`config.mk`:
```
export PLATFORM = sky130hd
export DESIGN_NAME = mem_access_unit_flat
export DESIGN_NICKNAME = d
export VERILOG_FILES = /design/src/rtl/mem_access_unit_if.sv /design/src/rtl/mem_access_unit.sv /design/src/flat_wrapper.sv
export SDC_FILE = /design/constraint.sdc
export NUM_CORES = 1
export LEC_CHECK = 0
export ABC_AREA = 0
export ABC_CLOCK_PERIOD_IN_PS = 5950
export CORE_AREA = 10 10 263 265
export CTS_CLUSTER_DIAMETER = 100
export CTS_CLUSTER_SIZE = 25
export DETAILED_ROUTE_END_ITERATION = 12
export DIE_AREA = 0 0 273 275
export PLACE_DENSITY_LB_ADDON = 0.1
export SLEW_MARGIN = 20
export SYNTH_ARGS = -nofsm -noshare
export SYNTH_HDL_FRONTEND = slang
export SYNTH_SLANG_ARGS = --single-unit
export TNS_END_PERCENT = 1
```
`constraint.sdc`:
```
create_clock -name clk -period 5.95 [get_ports clk]
set_clock_uncertainty 0.2 [all_clocks]
set_input_delay 1.785 -clock clk [delete_from_list [all_inputs] [get_ports clk]]
set_output_delay 1.785 -clock clk [all_outputs]
set_load 0.05 [all_outputs]
```
`src/rtl/mem_access_unit_if.sv`:
```
// Data-memory port between the MEM-stage access unit and the data memory.
//   master (mem_access_unit): drives mem_req, mem_we, mem_addr, mem_wdata,
//                             mem_wmask; samples mem_ack, mem_rdata
//   slave  (memory)         : the mirror image
// Handshake: mem_req is raised by the master and held high, together with
// stable mem_we/mem_addr/mem_wdata/mem_wmask, until the cycle in which the
// slave pulses mem_ack for one cycle; read data is valid in that same cycle.
// An ack while mem_req is low carries no meaning and is ignored.
interface mem_access_unit_if;
  logic        mem_req;
  logic        mem_we;
  logic [63:0] mem_addr;
  logic [63:0] mem_wdata;
  logic [7:0]  mem_wmask;
  logic        mem_ack;
  logic [63:0] mem_rdata;

  modport master (
    output mem_req, mem_we, mem_addr, mem_wdata, mem_wmask,
    input  mem_ack, mem_rdata
  );

  modport slave (
    input  mem_req, mem_we, mem_addr, mem_wdata, mem_wmask,
    output mem_ack, mem_rdata
  );
endinterface

```
`src/rtl/mem_access_unit.sv`:
```
// MEM-stage load/store unit. Decodes loads/stores from the EX/MEM register,
// runs a req/ack access on the data-memory port, aligns/masks store data,
// extracts and extends load data, and registers results into MEM/WB.
// Ports:
//   clk, rst            clock; synchronous active-high reset
//   pc_mem..valid_mem   EX/MEM pipeline register outputs
//   stall_mem           combinational hold for EX/MEM and earlier stages
//   mem                 data-memory port (master side)
//   *_wb                MEM/WB pipeline register outputs
//   dbg_state_o         current FSM state (1 = WAIT)
module mem_access_unit #(
  parameter int unsigned TIMEOUT = 255
) (
  input  logic                clk,
  input  logic                rst,
  input  logic [63:0]         pc_mem,
  input  logic [31:0]         inst_mem,
  input  logic [23:0]         sign_mem,
  input  logic [63:0]         alu_result_mem,
  input  logic [63:0]         store_data_mem,
  input  logic                valid_mem,
  output logic                stall_mem,
  mem_access_unit_if.master   mem,
  output logic [63:0]         pc_wb,
  output logic [31:0]         inst_wb,
  output logic [23:0]         sign_wb,
  output logic [63:0]         alu_result_wb,
  output logic [63:0]         load_data_wb,
  output logic                fault_wb,
  output logic                valid_wb,
  output logic                dbg_state_o
);

  localparam logic [6:0]  OP_LOAD  = 7'b0000011;
  localparam logic [6:0]  OP_STORE = 7'b0100011;
  localparam logic [15:0] TO_LAST  = 16'(TIMEOUT - 1);

  typedef enum logic {S_IDLE = 1'b0, S_WAIT = 1'b1} state_t;

  state_t      state_q;
  logic [15:0] cnt_q;
  logic        req_q, we_q;
  logic [63:0] addr_q, wdata_q;
  logic [7:0]  wmask_q;
  logic [63:0] pc_q, alu_q, ld_q;
  logic [31:0] inst_q;
  logic [23:0] sign_q;
  logic        fault_q, valid_q;

  logic [2:0]  funct3, off;
  logic        is_load, is_store, memop, illegal, misaligned, bad;
  logic        timeout_hit, wait_done;
  logic [63:0] st_wdata, lane, ld_ext;
  logic [7:0]  st_wmask;

  assign funct3   = inst_mem[14:12];
  assign off      = alu_result_mem[2:0];
  assign is_load  = valid_mem & (inst_mem[6:0] == OP_LOAD);
  assign is_store = valid_mem & (inst_mem[6:0] == OP_STORE);
  assign memop    = is_load | is_store;

  // funct3[1:0] encodes log2(size) for every legal load/store.
  always_comb begin
    misaligned = 1'b0;
    case (funct3[1:0])
      2'b00: misaligned = 1'b0;
      2'b01: misaligned = off[0];
      2'b10: misaligned = |off[1:0];
      2'b11: misaligned = |off;
      default: misaligned = 1'b0;
    endcase
  end

  assign illegal     = is_load ? (funct3 == 3'b111) : (is_store & funct3[2]);
  assign bad         = memop & (illegal | misaligned);
  assign timeout_hit = (state_q == S_WAIT) & ~mem.mem_ack & (cnt_q == TO_LAST);
  assign wait_done   = (state_q == S_WAIT) & (mem.mem_ack | timeout_hit);
  assign stall_mem   = memop & ~bad & ~wait_done;

  // Store lane replication; the mask selects the addressed bytes.
  always_comb begin
    st_wdata = store_data_mem;
    st_wmask = 8'h00;
    case (funct3[1:0])
      2'b00: begin st_wdata = {8{store_data_mem[7:0]}};  st_wmask = 8'h01 << off; end
      2'b01: begin st_wdata = {4{store_data_mem[15:0]}}; st_wmask = 8'h03 << off; end
      2'b10: begin st_wdata = {2{store_data_mem[31:0]}}; st_wmask = 8'h0F << off; end
      2'b11: begin st_wdata = store_data_mem;            st_wmask = 8'hFF;        end
      default: ;
    endcase
  end

  // Shift the addressed bytes down to bit 0, then extend by funct3.
  assign lane = mem.mem_rdata >> {off, 3'b000};
  always_comb begin
    ld_ext = 64'h0;
    case (funct3)
      3'b000: ld_ext = {{56{lane[7]}},  lane[7:0]};
      3'b001: ld_ext = {{48{lane[15]}}, lane[15:0]};
      3'b010: ld_ext = {{32{lane[31]}}, lane[31:0]};
      3'b011: ld_ext = lane;
      3'b100: ld_ext = {56'h0, lane[7:0]};
      3'b101: ld_ext = {48'h0, lane[15:0]};
      3'b110: ld_ext = {32'h0, lane[31:0]};
      default: ld_ext = 64'h0;
    endcase
  end

  always_ff @(posedge clk) begin
    if (rst) begin
      state_q <= S_IDLE;
      cnt_q   <= 16'h0;
      req_q   <= 1'b0;
      we_q    <= 1'b0;
      addr_q  <= 64'h0;
      wdata_q <= 64'h0;
      wmask_q <= 8'h00;
      pc_q    <= 64'h0;
      inst_q  <= 32'h0;
      sign_q  <= 24'h0;
      alu_q   <= 64'h0;
      ld_q    <= 64'h0;
      fault_q <= 1'b0;
      valid_q <= 1'b0;
    end else begin
      case (state_q)
        S_IDLE: begin
          if (memop & ~bad) begin
            state_q <= S_WAIT;
            req_q   <= 1'b1;
            we_q    <= is_store;
            addr_q  <= {alu_result_mem[63:3], 3'b000};
            wdata_q <= is_store ? st_wdata : 64'h0;
            wmask_q <= is_store ? st_wmask : 8'h00;
            cnt_q   <= 16'h0;
          end
        end
        S_WAIT: begin
          if (mem.mem_ack | timeout_hit) begin
            state_q <= S_IDLE;
            req_q   <= 1'b0;
          end else begin
            cnt_q <= cnt_q + 16'h1;
          end
        end
        default: state_q <= S_IDLE;
      endcase

      // MEM/WB register: a stall inserts a bubble and holds the payload.
      if (stall_mem) begin
        valid_q <= 1'b0;
      end else begin
        pc_q    <= pc_mem;
        inst_q  <= inst_mem;
        sign_q  <= sign_mem;
        alu_q   <= alu_result_mem;
        valid_q <= valid_mem;
        ld_q    <= ((state_q == S_WAIT) & mem.mem_ack & is_load) ? ld_ext : 64'h0;
        fault_q <= bad | (memop & timeout_hit);
      end
    end
  end

  assign mem.mem_req   = req_q;
  assign mem.mem_we    = we_q;
  assign mem.mem_addr  = addr_q;
  assign mem.mem_wdata = wdata_q;
  assign mem.mem_wmask = wmask_q;
  assign pc_wb         = pc_q;
  assign inst_wb       = inst_q;
  assign sign_wb       = sign_q;
  assign alu_result_wb = alu_q;
  assign load_data_wb  = ld_q;
  assign fault_wb      = fault_q;
  assign valid_wb      = valid_q;
  assign dbg_state_o   = state_q;

endmodule

```
`src/flat_wrapper.sv`:
```
// flat-port wrapper written by rule: the top's interface ports become plain ports
module mem_access_unit_flat 
#(
  parameter int unsigned TIMEOUT = 255
)
  (clk, rst, pc_mem, inst_mem, sign_mem, alu_result_mem, store_data_mem, valid_mem, stall_mem, pc_wb, inst_wb, sign_wb, alu_result_wb, load_data_wb, fault_wb, valid_wb, dbg_state_o, mem_mem_req, mem_mem_we, mem_mem_addr, mem_mem_wdata, mem_mem_wmask, mem_mem_ack, mem_mem_rdata);
  mem_access_unit_if mem_i ();
  input  logic clk;
  input  logic rst;
  input  logic [63:0] pc_mem;
  input  logic [31:0] inst_mem;
  input  logic [23:0] sign_mem;
  input  logic [63:0] alu_result_mem;
  input  logic [63:0] store_data_mem;
  input  logic valid_mem;
  output logic stall_mem;
  output logic [63:0] pc_wb;
  output logic [31:0] inst_wb;
  output logic [23:0] sign_wb;
  output logic [63:0] alu_result_wb;
  output logic [63:0] load_data_wb;
  output logic fault_wb;
  output logic valid_wb;
  output logic dbg_state_o;
  output wire logic [$bits(mem_i.mem_req)-1:0] mem_mem_req;
  output wire logic [$bits(mem_i.mem_we)-1:0] mem_mem_we;
  output wire logic [$bits(mem_i.mem_addr)-1:0] mem_mem_addr;
  output wire logic [$bits(mem_i.mem_wdata)-1:0] mem_mem_wdata;
  output wire logic [$bits(mem_i.mem_wmask)-1:0] mem_mem_wmask;
  input wire logic [$bits(mem_i.mem_ack)-1:0] mem_mem_ack;
  input wire logic [$bits(mem_i.mem_rdata)-1:0] mem_mem_rdata;
  assign mem_mem_req = mem_i.mem_req;
  assign mem_mem_we = mem_i.mem_we;
  assign mem_mem_addr = mem_i.mem_addr;
  assign mem_mem_wdata = mem_i.mem_wdata;
  assign mem_mem_wmask = mem_i.mem_wmask;
  assign mem_i.mem_ack = mem_mem_ack;
  assign mem_i.mem_rdata = mem_mem_rdata;
  mem_access_unit #(.TIMEOUT(TIMEOUT)) u_core (.clk(clk), .rst(rst), .pc_mem(pc_mem), .inst_mem(inst_mem), .sign_mem(sign_mem), .alu_result_mem(alu_result_mem), .store_data_mem(store_data_mem), .valid_mem(valid_mem), .stall_mem(stall_mem), .mem(mem_i), .pc_wb(pc_wb), .inst_wb(inst_wb), .sign_wb(sign_wb), .alu_result_wb(alu_result_wb), .load_data_wb(load_data_wb), .fault_wb(fault_wb), .valid_wb(valid_wb), .dbg_state_o(dbg_state_o));
endmodule
```
## Word-level counts from Yosys, hierarchy flattened

Index checks and enable logic that the tools add are counted.

| operators by class | value |
|---|---|
| shift operators | 4 |
| reduce and logical (&&, ||, !) cells | 8 |
| add/subtract/negate cells | 1 |
| equal/unequal tests | 16 |
| bitwise gates (word level) | 20 |
| multiplexer cells | 17 |

Operators by type and width:

| kind | count |
|---|---|
| 64-bit case mux with 7 select lines | 1 |
| 64-bit case mux with 4 select lines | 1 |
| 64-bit two-way mux | 2 |
| 64-bit by 6-bit >> shifter with 64-bit output | 1 |
| 16-bit two-way mux | 2 |
| 16-bit case mux with 2 select lines | 1 |
| 8-bit case mux with 4 select lines | 1 |
| 16-bit by 1-bit adder with 16-bit output (second input constant) | 1 |
| 16-bit by 8-bit equality test with 1-bit output (second input constant) | 1 |
| 1-bit AND | 12 |
| 3-bit equality test (second input constant) | 4 |
| 8-bit two-way mux | 1 |
| 1-bit by 3-bit << shifter with 8-bit output (first input constant) | 1 |
| 2-bit by 3-bit << shifter with 8-bit output (first input constant) | 1 |
| 4-bit by 3-bit << shifter with 8-bit output (first input constant) | 1 |
| 7-bit by 2-bit equality test with 1-bit output (second input constant) | 1 |
| 7-bit by 6-bit equality test with 1-bit output (second input constant) | 1 |
| 3-bit by 2-bit equality test with 1-bit output (second input constant) | 2 |
| 2-bit AND reduction | 3 |
| 1-bit two-way mux | 5 |
| 2-bit equality test (second input constant) | 2 |
| 2-bit inequality test (second input constant) | 2 |
| 1-bit inverter | 4 |
| 1-bit OR | 4 |
| other kinds (9) | 11 |

| word-level totals | value |
|---|---|
| output and inout bits | 390 |
| input port bits | 316 |
| bits in registers | 402 |
| word-level logic and storage cells | 80 |

## Depth between registers and ports, before layout

Gate-level depths: netlist of the first run.

| depth | value |
|---|---|
| depth in word-level cells | 10 |
| mapped depth | 11 |
| depth with buffers taken out | 7 |

## Least setup slack after synthesis of the first run

No wires, ideal clock.

| timing path | value |
|---|---|
| path kind | input port to output port |
| start point | in inst_mem[13] |
| end point | out stall_mem |
| slack | 0.100 ns |
| data required time | 3.965 ns |
| arrival time | 3.865 ns |
| stages | 10 |
| buffers on the path | 5 |
| path through | clkbuf_1 clkbuf_1 inv_1 ha_1 a211oi_1 o31a_1 and3_1 clkbuf_1 buf_2 buf_4 |

| between the ends | value |
|---|---|
| longest elaborated chain between the ends | 7 |
| elaborated cells on any way between the ends | 12 |
| those cells by class | eq/ne (4); mux (2); bitwise (5); reduce/logical (1) |

Ends and longest elaborated chain:

| element | line | source |
|---|---|---|
| start: declaration | flat_wrapper.sv:11 | `input logic [31:0] inst_mem;` |
| 2-bit equality test (tied with other cells) | mem_access_unit.sv:65 | `case (funct3[1:0])` |
| 1-bit case mux with 4 select lines or 1-bit two-way mux (tied branches) | mem_access_unit.sv:65, mem_access_unit.sv:74 |  |
| 1-bit OR * | mem_access_unit.sv:75 | `assign bad = memop & (illegal \| misaligned);` |
| 1-bit AND * | mem_access_unit.sv:75 |  |
| 1-bit inverter * | mem_access_unit.sv:78 | `assign stall_mem = memop & ~bad & ~wait_done;` |
| 1-bit AND * (2 in a row) | mem_access_unit.sv:78 |  |
| end: declaration | flat_wrapper.sv:16 | `output logic stall_mem;` |

Every way passes the cells marked *; elsewhere a longest branch is shown, timed or not.

## Worst setup path after layout of the first run

Ends and elaborated chain as after synthesis.

==> flow_summary.json, run 1 <==
{
  "yosysTopAreaCell": "dfxtp_1",
  "ys_seq_elements": 402,
  "synth_edf_count": 0,
  "arrival_ns": 3.66,
  "fin_ws_ns": 0.310,
  "drc": 0,
  "cts-root-buf": "clkbuf_16",
  "ios": 706,
  "grt_pass1_vias": 16200,
  "hold_viol_final": 0,
  "final_cell_count_no_fill": 3444,
  "insertion_delay_ns": 0.58,
  "rsz0062_at_grt": "false",
  "yosys-top-cells-count": "nand2_1 (596), dfxtp_1 (402), mux2i_1 (250), a21oi_1 (123), clkbuf_1 (98)",
  "worstRegToRegCells": 9,
  "dp_worst_setup_slack_ns": 0.326,
  "post-synth-top-area-fraction_pct": 46.0,
  "ctsResizeCount": 0,
  "power.leakage_nw": 9.18,
  "syn2layout_area_growth_pct": 48.9,
  "async_flop_share_pct": 0,
  "muxShareOfSynthArea_pct": 16.8,
  "rr_startpoint": "u_core.cnt_q[0]",
  "cts.sinks": 402,
  "vias": 16600,
  "avgSynthCellArea_um2": 8.88,
  "fp.dieW_um": 273,
  "synth_top_family_by_area": "simple AND/OR/NAND/NOR gates",
  "tightest_slew_ns": 1.28,
  "r2r-end": "u_core.sign_wb[22]",
  "globalplace.congestion": 0.837,
  "cp-start-kind": "input port",
  "postCtsSetupRepairBufs": 0,
  "wl_met1_um": 31000,
  "ys_warn_count": 0,
  "cp_max_fo": 5,
  "ys_top_cells_by_area": "dfxtp_1 (46%), mux2i_1 (14%), nand2_1 (13%), a21oi_1 (3.5%), a221o_1 (3.0%)",
  "report.final.setup_viol": 0,
  "cp_top_family": "buffers and inverters",
  "crit_type": "in2out",
  "avgRoutedWirePerCell_um": 23.0,
  "synth_compound_area_share_pct": 14.6,
  "rows": 93,
  "wirelength_um": 79300,
  "ys_types": 67,
  "fmax_mhz": 177,
  "dp_hpwl_um": 60100,
  "post_route_cells_drive_above_1_share_pct": 4.69,
  "hold_path_depth": 2,
  "power_density_mw_per_mm2": 224,
  "min_period_ns": 5.64,
  "yosysMostFrequentCell": "nand2_1",
  "synth_area_mm2": 0.0175,
  "ant_nets": 0,
  "fin_nets": 2887,
  "utilization_pct": 40.8,
  "ys.flop_type": "dfxtp_1",
  "dp_cells": 3390,
  "irDropWorstVdd_uv": 153,
  "hold_ws_ns": 0.254,
  "cpMaxStageDelayCell": "clkdlybuf4s50_1",
  "cts_hold_buf": 0,
  "met3_length_um": 5690,
  "viasPerCell": 4.81,
  "clk_pin_slew_ns": 0.08,
  "required_ns": 3.96,
  "grt_use_total_pct": 19.7,
  "start_util_pct": 27.4,
  "yosysSeqAreaShare_pct": 46.0,
  "cts_tree": "done",
  "min_to": "u_core.mem.mem_addr[7]",
  "dieArea_mm2": 0.0751,
  "crit_path_end_kind": "output port",
  "cts.path.max_buffers": 3,
  "drtPass1Iterations": 5,
  "highest_layer": "met5",
  "grt_pass1_wl_um": 113000,
  "critPathMaxStageDelay_ns": 0.58,
  "yosys.area_share.simple_pct": 16.9,
  "numCtsBuffers": 25,
  "htreeDepth": 1,
  "critPathBufInv": 3,
  "maxSlewViolCount": 0,
  "overflow": 0,
  "min_period_over_period_pct": 94.8,
  "dr_wl_met2_um": 41200,
  "yosys.area_share.adder_pct": 0.572,
  "min-delay-start": "u_core.mem.mem_addr[7]",
  "io_buffers": 702,
  "drt_iter0_markers": 996,
  "fillers": 6319,
  "hold_path_class": "reg2reg",
  "outcome": "finished, final reports clean",
  "die_y_um": 275,
  "regToRegSetupSlack_ns": 2.30,
  "grt_max_degree": 182,
  "core_area_mm2": 0.0639,
  "netlist_instances": 1968,
  "antenna_found_initial": 11,
  "setup_tns_ns": 0,
  "max_cap_violations": 0,
  "synth_xor_area_share_pct": 0.0501,
  "path_cells": "clkdlybuf4s50_1 -> inv_1 -> ha_1 -> a211oi_1 -> o31a_1 -> and3_4 -> buf_12",
  "slew_headroom_pct": 14.5
}
-- worst reg2reg max path, delay by kind of cell, from the launching register on --
kind / cells / cell delay (ns)
simple gates: 3 / 0.64
compound gates: 1 / 0.26
flops: 1 / 0.47
buf+inv: 3 / 1.50
fa+ha+maj: 1 / 0.21
mux: 1 / 0.30
-- per-stage QoR --
| stage | total power, mW | area [um2] |
|---|---|---|
| final | 5.84 | 26000 |
| after global placement | 3.89 | 25100 |
| after floorplan | 3.40 | 17500 |
| after global routing | 6.09 | 26000 |
| after CTS | 5.94 | 26000 |
| after detailed placement | 3.90 | 25100 |
-- state kept, by name (all words and copies together) (netlist names), 8 cells and up --
signal and count:
u_core.mem.mem_addr 61, u_core.alu_result_wb 64, u_core.mem.mem_wdata 64, u_core.mem.mem_wmask 8, u_core.cnt_q 16, u_core.pc_wb 64, u_core.load_data_wb 64, u_core.inst_wb 32
u_core.sign_wb 24
-- worst max-delay path by stage --
stage | startpoint | end | slack [ns] | cells past startpoint
2_1_floorplan | inst_mem[13] | stall_mem | 0.1 | 10
3_3_place_gp | inst_mem[13] | stall_mem | 0.33 | 7
3_5_place_dp | inst_mem[13] | u_core.sign_wb[16] | 0.33 | 9
4_1_cts | inst_mem[13] | stall_mem | 0.32 | 7
5_1_grt | inst_mem[13] | stall_mem | 0.25 | 7
6_report | inst_mem[13] | stall_mem | 0.31 | 7
-- area by class of cell --
cell class / count / area (um2) / share of cell area (%)
inverters: 30 / 120 / 0.461
flip-flops and latches: 402 / 8050 / 30.9
clock inverters: 14 / 193 / 0.740
diodes: 10 / 25.0 / 0.0961
well taps: 855 / 1070 / 4.11
multi-input cells: 1374 / 8600 / 33.0
repair buffers: 730 / 7320 / 28.1
clock buffers: 29 / 661 / 2.54
-- cells in the final DEF (no fill, tap or decap), types with 11 or more instances in the layout --
cell type / synthesis / final
nand2_1: 596 / 596
clkbuf_16: 0 / 25
nor2_1: 25 / 25
mux2i_1: 250 / 250
nand3_1: 29 / 29
o22ai_1: 12 / 12
dfxtp_1: 402 / 402
clkdlybuf4s50_1: 0 / 698
a21oi_1: 123 / 122
buf_4: 24 / 24
o21ai_0: 67 / 67
inv_1: 29 / 28
a22o_1: 18 / 18
a221o_1: 52 / 52
mux4_2: 15 / 15
a211oi_1: 11 / 11
a221oi_1: 21 / 21
-- kinds of logic after synthesis --
logic type | Yosys count
AOI/OAI and AO/OA | 372
xor gates and xnor gates | 1
adders and majority gates | 8
buffers and inverters | 194
DFF | 402
muxes | 274
other | 1
and+or+nand+nor | 716
-- metal layers --
layer	GRT usage [%]	vias to the layer above
li1	-	8021
met1	22.9	7996
met2	35.3	490
met3	5.42	60
met4	4.77	4
met5	0	-
-- power by group --
group          switching, mW  internal [mW]  total (mW)
Combinational          0.605          0.435        1.04
Sequential            0.0346           2.76        2.79
Clock                   1.11          0.899        2.01
Note: power is estimated with default switching activity, not from simulation.
==> run 2: changes to the inputs <==
Settings changed: ABC_AREA 0 to 1, CORE_AREA 10 10 263 265 to 10 10 266 268, DIE_AREA 0 0 273 275 to 0 0 276 278.
==> flow_summary.json, run 2 <==
{
  "hold_path_class": "reg2reg",
  "use_met1_pct": 26.3,
  "fin_nets": 3542,
  "irDropWorstVdd_uv": 183,
  "utilization_pct": 40.8,
  "report.final.setup_viol": 0,
  "antenna_found_initial": 16,
  "worstSetupPathDepth": 9,
  "dieArea_mm2": 0.0767,
  "critical_path.startpoint": "inst_mem[13]",
  "ys.flop_type": "dfxtp_1",
  "cts_hold_buf": 0,
  "dp_hpwl_um": 68200,
  "drc": 0,
  "globalplace.congestion": 0.925,
  "endpoint": "stall_mem",
  "critPathMaxStageDelay_ns": 0.51,
  "dpl-instance-area_mm2": 0.0256,
  "wirelength_um": 92000,
  "required_ns": 3.96,
  "grt_use_met3_pct": 7.05,
  "cts.sinks": 402,
  "slew_headroom_pct": 25.1,
  "sw_frac_of_total_pct": 31.3,
  "switchingPower_mw": 1.91,
  "drtPass1Iterations": 5,
  "maxSlewViolCount": 0,
  "rsz0062_at_grt": "false",
  "syn2layout_area_growth_pct": 48.7,
  "ios": 706,
  "ctsResizeCount": 0,
  "ys_warn_count": 0,
  "clk_pin_slew_ns": 0.08,
  "grt_pass1_wl_um": 134000,
  "pwr-share-seq_pct": 45.7,
  "ys_top_cells_by_area": "dfxtp_1 (45%), nand2_1 (12%), nor2_1 (12%), o21ai_0 (8.4%), a21oi_1 (5.4%)",
  "clkPwrFrac_pct": 36.2,
  "crit_type": "in2out",
  "path_cells": "clkdlybuf4s50_1 -> inv_1 -> buf_4 -> ha_1 -> a21oi_1 -> nand2_1 -> nand4_4 -> nor2_4 -> buf_12",
  "yosys-top-cells-count": "nand2_1 (574), nor2_1 (570), dfxtp_1 (402), o21ai_0 (300), a21oi_1 (193)",
  "mostFrequentLayoutCell": "clkdlybuf4s50_1",
  "worstRegToRegCells": 11,
  "ys_types": 35,
  "ant_nets": 0,
  "regToRegSetupSlack_ns": 3.20,
  "fp.dieW_um": 276,
  "power.leakage_nw": 9.89,
  "die_y_um": 278,
  "cts-root-buf": "clkbuf_16",
  "netlist_instances": 2646,
  "vias": 20200,
  "numCtsBuffers": 27,
  "cp_top_family": "buffers and inverters",
  "grt_use_total_pct": 22.5,
  "grt_busiest_layer": "met2",
  "insertion_delay_ns": 0.60,
  "arrival_ns": 3.74,
  "post-synth-top-area-fraction_pct": 44.9,
  "r2r-end": "u_core.inst_wb[14]",
  "setup_tns_ns": 0,
  "cp-start-kind": "input port",
  "async_flop_share_pct": 0,
  "grt_max_degree": 216,
  "min_period_over_period_pct": 96.2,
  "hold_viol_final": 0,
  "outcome": "finished, final reports clean",
  "cts_tree": "done",
  "power_density_mw_per_mm2": 229,
  "avgRoutedWirePerCell_um": 22.4,
  "start_util_pct": 27.4,
  "htreeDepth": 1,
  "synth_area_mm2": 0.0179,
  "post_route_cells_drive_above_1_share_pct": 3.65,
  "rr_startpoint": "u_core.cnt_q[0]",
  "synth_edf_count": 0,
  "core_area_mm2": 0.0654,
  "tightest_slew_ns": 1.12,
  "final_cell_count_no_fill": 4112,
  "dp_cells": 4052,
  "cp_max_fo": 19,
  "rows": 94,
  "avgSynthCellArea_um2": 6.78,
  "overflow": 0,
  "max_cap_violations": 0,
  "io_buffers": 702,
  "postCtsSetupRepairBufs": 0,
  "yosysMostFrequentCell": "nand2_1",
  "fmax_mhz": 175,
  "yosysTopAreaCell": "dfxtp_1",
  "min_period_ns": 5.72,
  "crit_path_end_kind": "output port",
  "cts.path.max_buffers": 3,
  "critPathBufInv": 4,
  "met2_usage_pct": 39.4,
  "power_frac_comb_pct": 18.1,
  "drt_iter0_markers": 1729,
  "viasPerCell": 4.91,
  "final_cell_mix": "clkdlybuf4s50_1 (699), nand2_1 (572), nor2_1 (567), dfxtp_1 (402), o21ai_0 (300)",
  "ys_seq_elements": 402,
  "final_area_mm2": 0.0267,
  "p_int_mw": 4.21,
  "grt_pass1_vias": 19600,
  "yosysSeqAreaShare_pct": 44.9,
  "cpMaxStageDelayCell": "clkdlybuf4s50_1"
}
==> run 2: changes by cell type in the layout (fill, tap and decap cells not counted), moves of 18 or more <==
| cell | change |
|---|---|
| nand4_1 | +45 |
| mux2i_1 | -250 |
| a21oi_1 | +71 |
| nand3_1 | +131 |
| nor2_1 | +542 |
| nand2_1 | -24 |
| a221o_1 | -52 |
| a221oi_1 | -21 |
| a22o_1 | -18 |
| o21ai_0 | +233 |
| inv_1 | +40 |
==> run 2: area by class of cell <==
type                    count  area (um2)
multi-input cells        1967        8800
fillers                  6868       38700
well taps                 864        1080
inverters                  75         287
clock buffers              29         703
clock inverters            18         284
flip-flops and latches    402        8050
repair buffers            745        7450
diodes                     12        30.0
==> run 2: metal layers <==
layer  wire length [um]  up-vias
met2              45500      676
met3               7590       93
met5                 56        -
met1              36800     9581
li1                   -     9825
met4               2100        8
==> run 2: worst min path at each step <==
| stage | start | to | depth (start not counted) |
|---|---|---|---|
| after floorplan | u_core.cnt_q[15] | u_core.cnt_q[15] | 2 |
| after global placement | u_core.load_data_wb[30] | u_core.load_data_wb[30] | 2 |
| after detailed placement | u_core.load_data_wb[19] | u_core.load_data_wb[19] | 2 |
| after CTS | u_core.mem.mem_wdata[43] | u_core.mem.mem_wdata[43] | 2 |
| after global routing | u_core.load_data_wb[2] | u_core.load_data_wb[2] | 2 |
| final | u_core.inst_wb[4] | u_core.inst_wb[4] | 2 |
==> run 2: cells by family (layout without fill, tap and decap cells) <==
group / after synthesis / after routing / share of synthesized area, %
xor gates and xnor gates: 5 / 5 / 0.244
DFF: 402 / 402 / 44.9
buffers and inverters: 279 / 867 / 6.28
adders and majority gates: 8 / 8 / 0.558
other: 1 / 15 / 0.0209
and+or+nand+nor: 1381 / 1381 / 31.2
AOI/OAI and AO/OA: 570 / 570 / 16.8
==> run 2: metrics by stage <==
step / hold WS (ns) / power, mW / setup WS (ns)
floorplan: 0.270 / 3.43 / 0.215
global placement: 0.252 / 3.96 / 0.231
CTS: 0.272 / 6.21 / 0.198
detailed placement: 0.255 / 3.96 / 0.206
global route: 0.289 / 6.38 / 0.0715
finish: 0.268 / 6.12 / 0.228
==> run 2: tightest hold or removal path: cells and delay by family (launching register included) <==
family	cells	cell delay (ns)
AO/OA/AOI/OAI	1	0.05
flip-flops	1	0.32
AND/OR/NAND/NOR	1	0.06
==> run 2: power groups by stage <==
stage / sequential, mW / clock (mW) / combinational [mW]
final: 2.80 / 2.22 / 1.11
after global routing: 2.81 / 2.39 / 1.18
after CTS: 2.80 / 2.30 / 1.11
after detailed placement: 2.86 / 0 / 1.10
after global placement: 2.86 / 0 / 1.10
after floorplan: 3.11 / 0 / 0.321
==> run 3: changes to the inputs <==
Settings changed: GPL_ROUTABILITY_DRIVEN set to 0.
==> flow_summary.json, run 3 (synthesis results as in run 2) <==
{
  "regToRegSetupSlack_ns": 3.17,
  "die_y_um": 278,
  "r2r-end": "u_core.load_data_wb[15]",
  "required_ns": 3.96,
  "rr_startpoint": "u_core.cnt_q[0]",
  "slew_headroom_pct": 14.6,
  "vias": 20300,
  "cp_max_fo": 19,
  "syn2layout_area_growth_pct": 48.6,
  "power.leakage_nw": 9.87,
  "drtPass1Iterations": 5,
  "fin_nets": 3538,
  "grt_pass1_wl_um": 133000,
  "endpoint": "stall_mem",
  "numCtsBuffers": 28,
  "cts_tree": "done",
  "min_period_over_period_pct": 96.2,
  "grt_pass1_vias": 19700,
  "rsz0062_at_grt": "false",
  "dieArea_mm2": 0.0767,
  "rows": 94,
  "cts.path.max_buffers": 3,
  "overflow": 0,
  "fp.dieW_um": 276,
  "tightest_slew_ns": 1.28,
  "irDropWorstVdd_uv": 217,
  "final_cell_mix": "clkdlybuf4s50_1 (699), nand2_1 (572), nor2_1 (567), dfxtp_1 (402), o21ai_0 (300)",
  "antenna_found_initial": 17,
  "htreeDepth": 1,
  "mostFrequentLayoutCell": "clkdlybuf4s50_1",
  "grt_use_total_pct": 22.3,
  "hold_ws_ns": 0.268,
  "start_util_pct": 27.4,
  "insertion_delay_ns": 0.61,
  "cts_hold_buf": 0,
  "postCtsSetupRepairBufs": 0,
  "seq_area_mm2": 0.00805,
  "drc": 0,
  "ctsResizeCount": 0,
  "critical_path.startpoint": "inst_mem[13]",
  "viasPerCell": 4.93,
  "max_cap_violations": 0,
  "cts-root-buf": "clkbuf_16",
  "post_route_cells_drive_above_1_share_pct": 3.62,
  "fillers": 6845,
  "grt_max_degree": 216,
  "clk_pin_slew_ns": 0.08,
  "io_buffers": 702,
  "arrival_ns": 3.74,
  "worstRegToRegCells": 10,
  "dp_hpwl_um": 66900,
  "core_area_mm2": 0.0654,
  "ant_nets": 0,
  "avgRoutedWirePerCell_um": 22.1,
  "report.final.setup_viol": 0,
  "crit_type": "in2out",
  "power_density_mw_per_mm2": 231,
  "cts.sinks": 402,
  "crit_path_end_kind": "output port",
  "hold_viol_final": 0,
  "maxSlewViolCount": 0,
  "min_period_ns": 5.73,
  "setup_tns_ns": 0,
  "fmax_mhz": 175,
  "multi_input_area_mm2": 0.00880,
  "hold_path_depth": 2,
  "hold_path_class": "reg2reg",
  "cp-start-kind": "input port",
  "drt_iter0_markers": 1867,
  "wirelength_um": 90900,
  "ios": 706,
  "outcome": "finished, final reports clean"
}
==> run 3: cell types whose count changed in the layout (fill, tap and decap cells not counted), sizes merged <==
| cell | previous run | this run |
|---|---|---|
| buf | 46 | 41 |
| clkinv | 6 | 7 |
| clkinvlp | 0 | 1 |
| bufinv | 2 | 1 |
| diode | 12 | 14 |
| inv | 85 | 88 |
==> run 3: worst min path at each step <==
stage	slack, ns	end	startpoint
2_1_floorplan	0.27	u_core.cnt_q[15]	u_core.cnt_q[15]
3_3_place_gp	0.25	u_core.mem.mem_req	u_core.mem.mem_req
3_5_place_dp	0.25	u_core.load_data_wb[10]	u_core.load_data_wb[10]
4_1_cts	0.27	u_core.mem.mem_wdata[60]	u_core.mem.mem_wdata[60]
5_1_grt	0.28	u_core.load_data_wb[12]	u_core.load_data_wb[12]
6_report	0.27	u_core.fault_wb	u_core.fault_wb
==> run 3: worst max-delay path, cell delays in order <==
cell and delay, ns:
clkdlybuf4s50_1 0.51, inv_1 0.12, buf_4 0.24, ha_1 0.24
a21oi_1 0.05, nand2_1 0.19, nand4_4 0.19, nor2_4 0.22
buf_12 0.17
==> run 3: final cells by class <==
| class | instances | area share [%] |
|---|---|---|
| Antenna cell | 14 | 0.131 |
| Multi-Input combinational cell | 1967 | 33.0 |
| Clock inverter | 22 | 1.21 |
| Tap cell | 864 | 4.05 |
| Inverter | 75 | 1.07 |
| Clock buffer | 29 | 2.68 |
| Timing Repair Buffer | 740 | 27.7 |
| Sequential cell | 402 | 30.2 |
==> run 3: power by group <==
group / switching (mW) / internal, mW / total (mW)
Sequential: 0.0370 / 2.76 / 2.80
Clock: 1.25 / 1.01 / 2.26
Combinational: 0.676 / 0.426 / 1.10
==> run 3: through the flow <==
step                util (%)  setup slack (ns)  total power [mW]  area, um2  std cells
floorplan                  -             0.215              3.43      18000       2648
global placement        39.1             0.281              3.96      25600       4048
detailed placement      39.1             0.206              3.96      25600       4048
CTS                     40.7             0.193              6.25      26600       4099
global route            40.8            0.0589              6.42      26700       4109
finish                  40.8             0.223              6.17      26700       4113
==> run 3: metal layers <==
layer	global-route usage, %	wire, um	up-vias
li1	-	-	9813
met1	25.9	36000	9603
met2	38.4	44600	744
met3	6.94	7700	107
met4	6.99	2570	4
met5	0	34	-
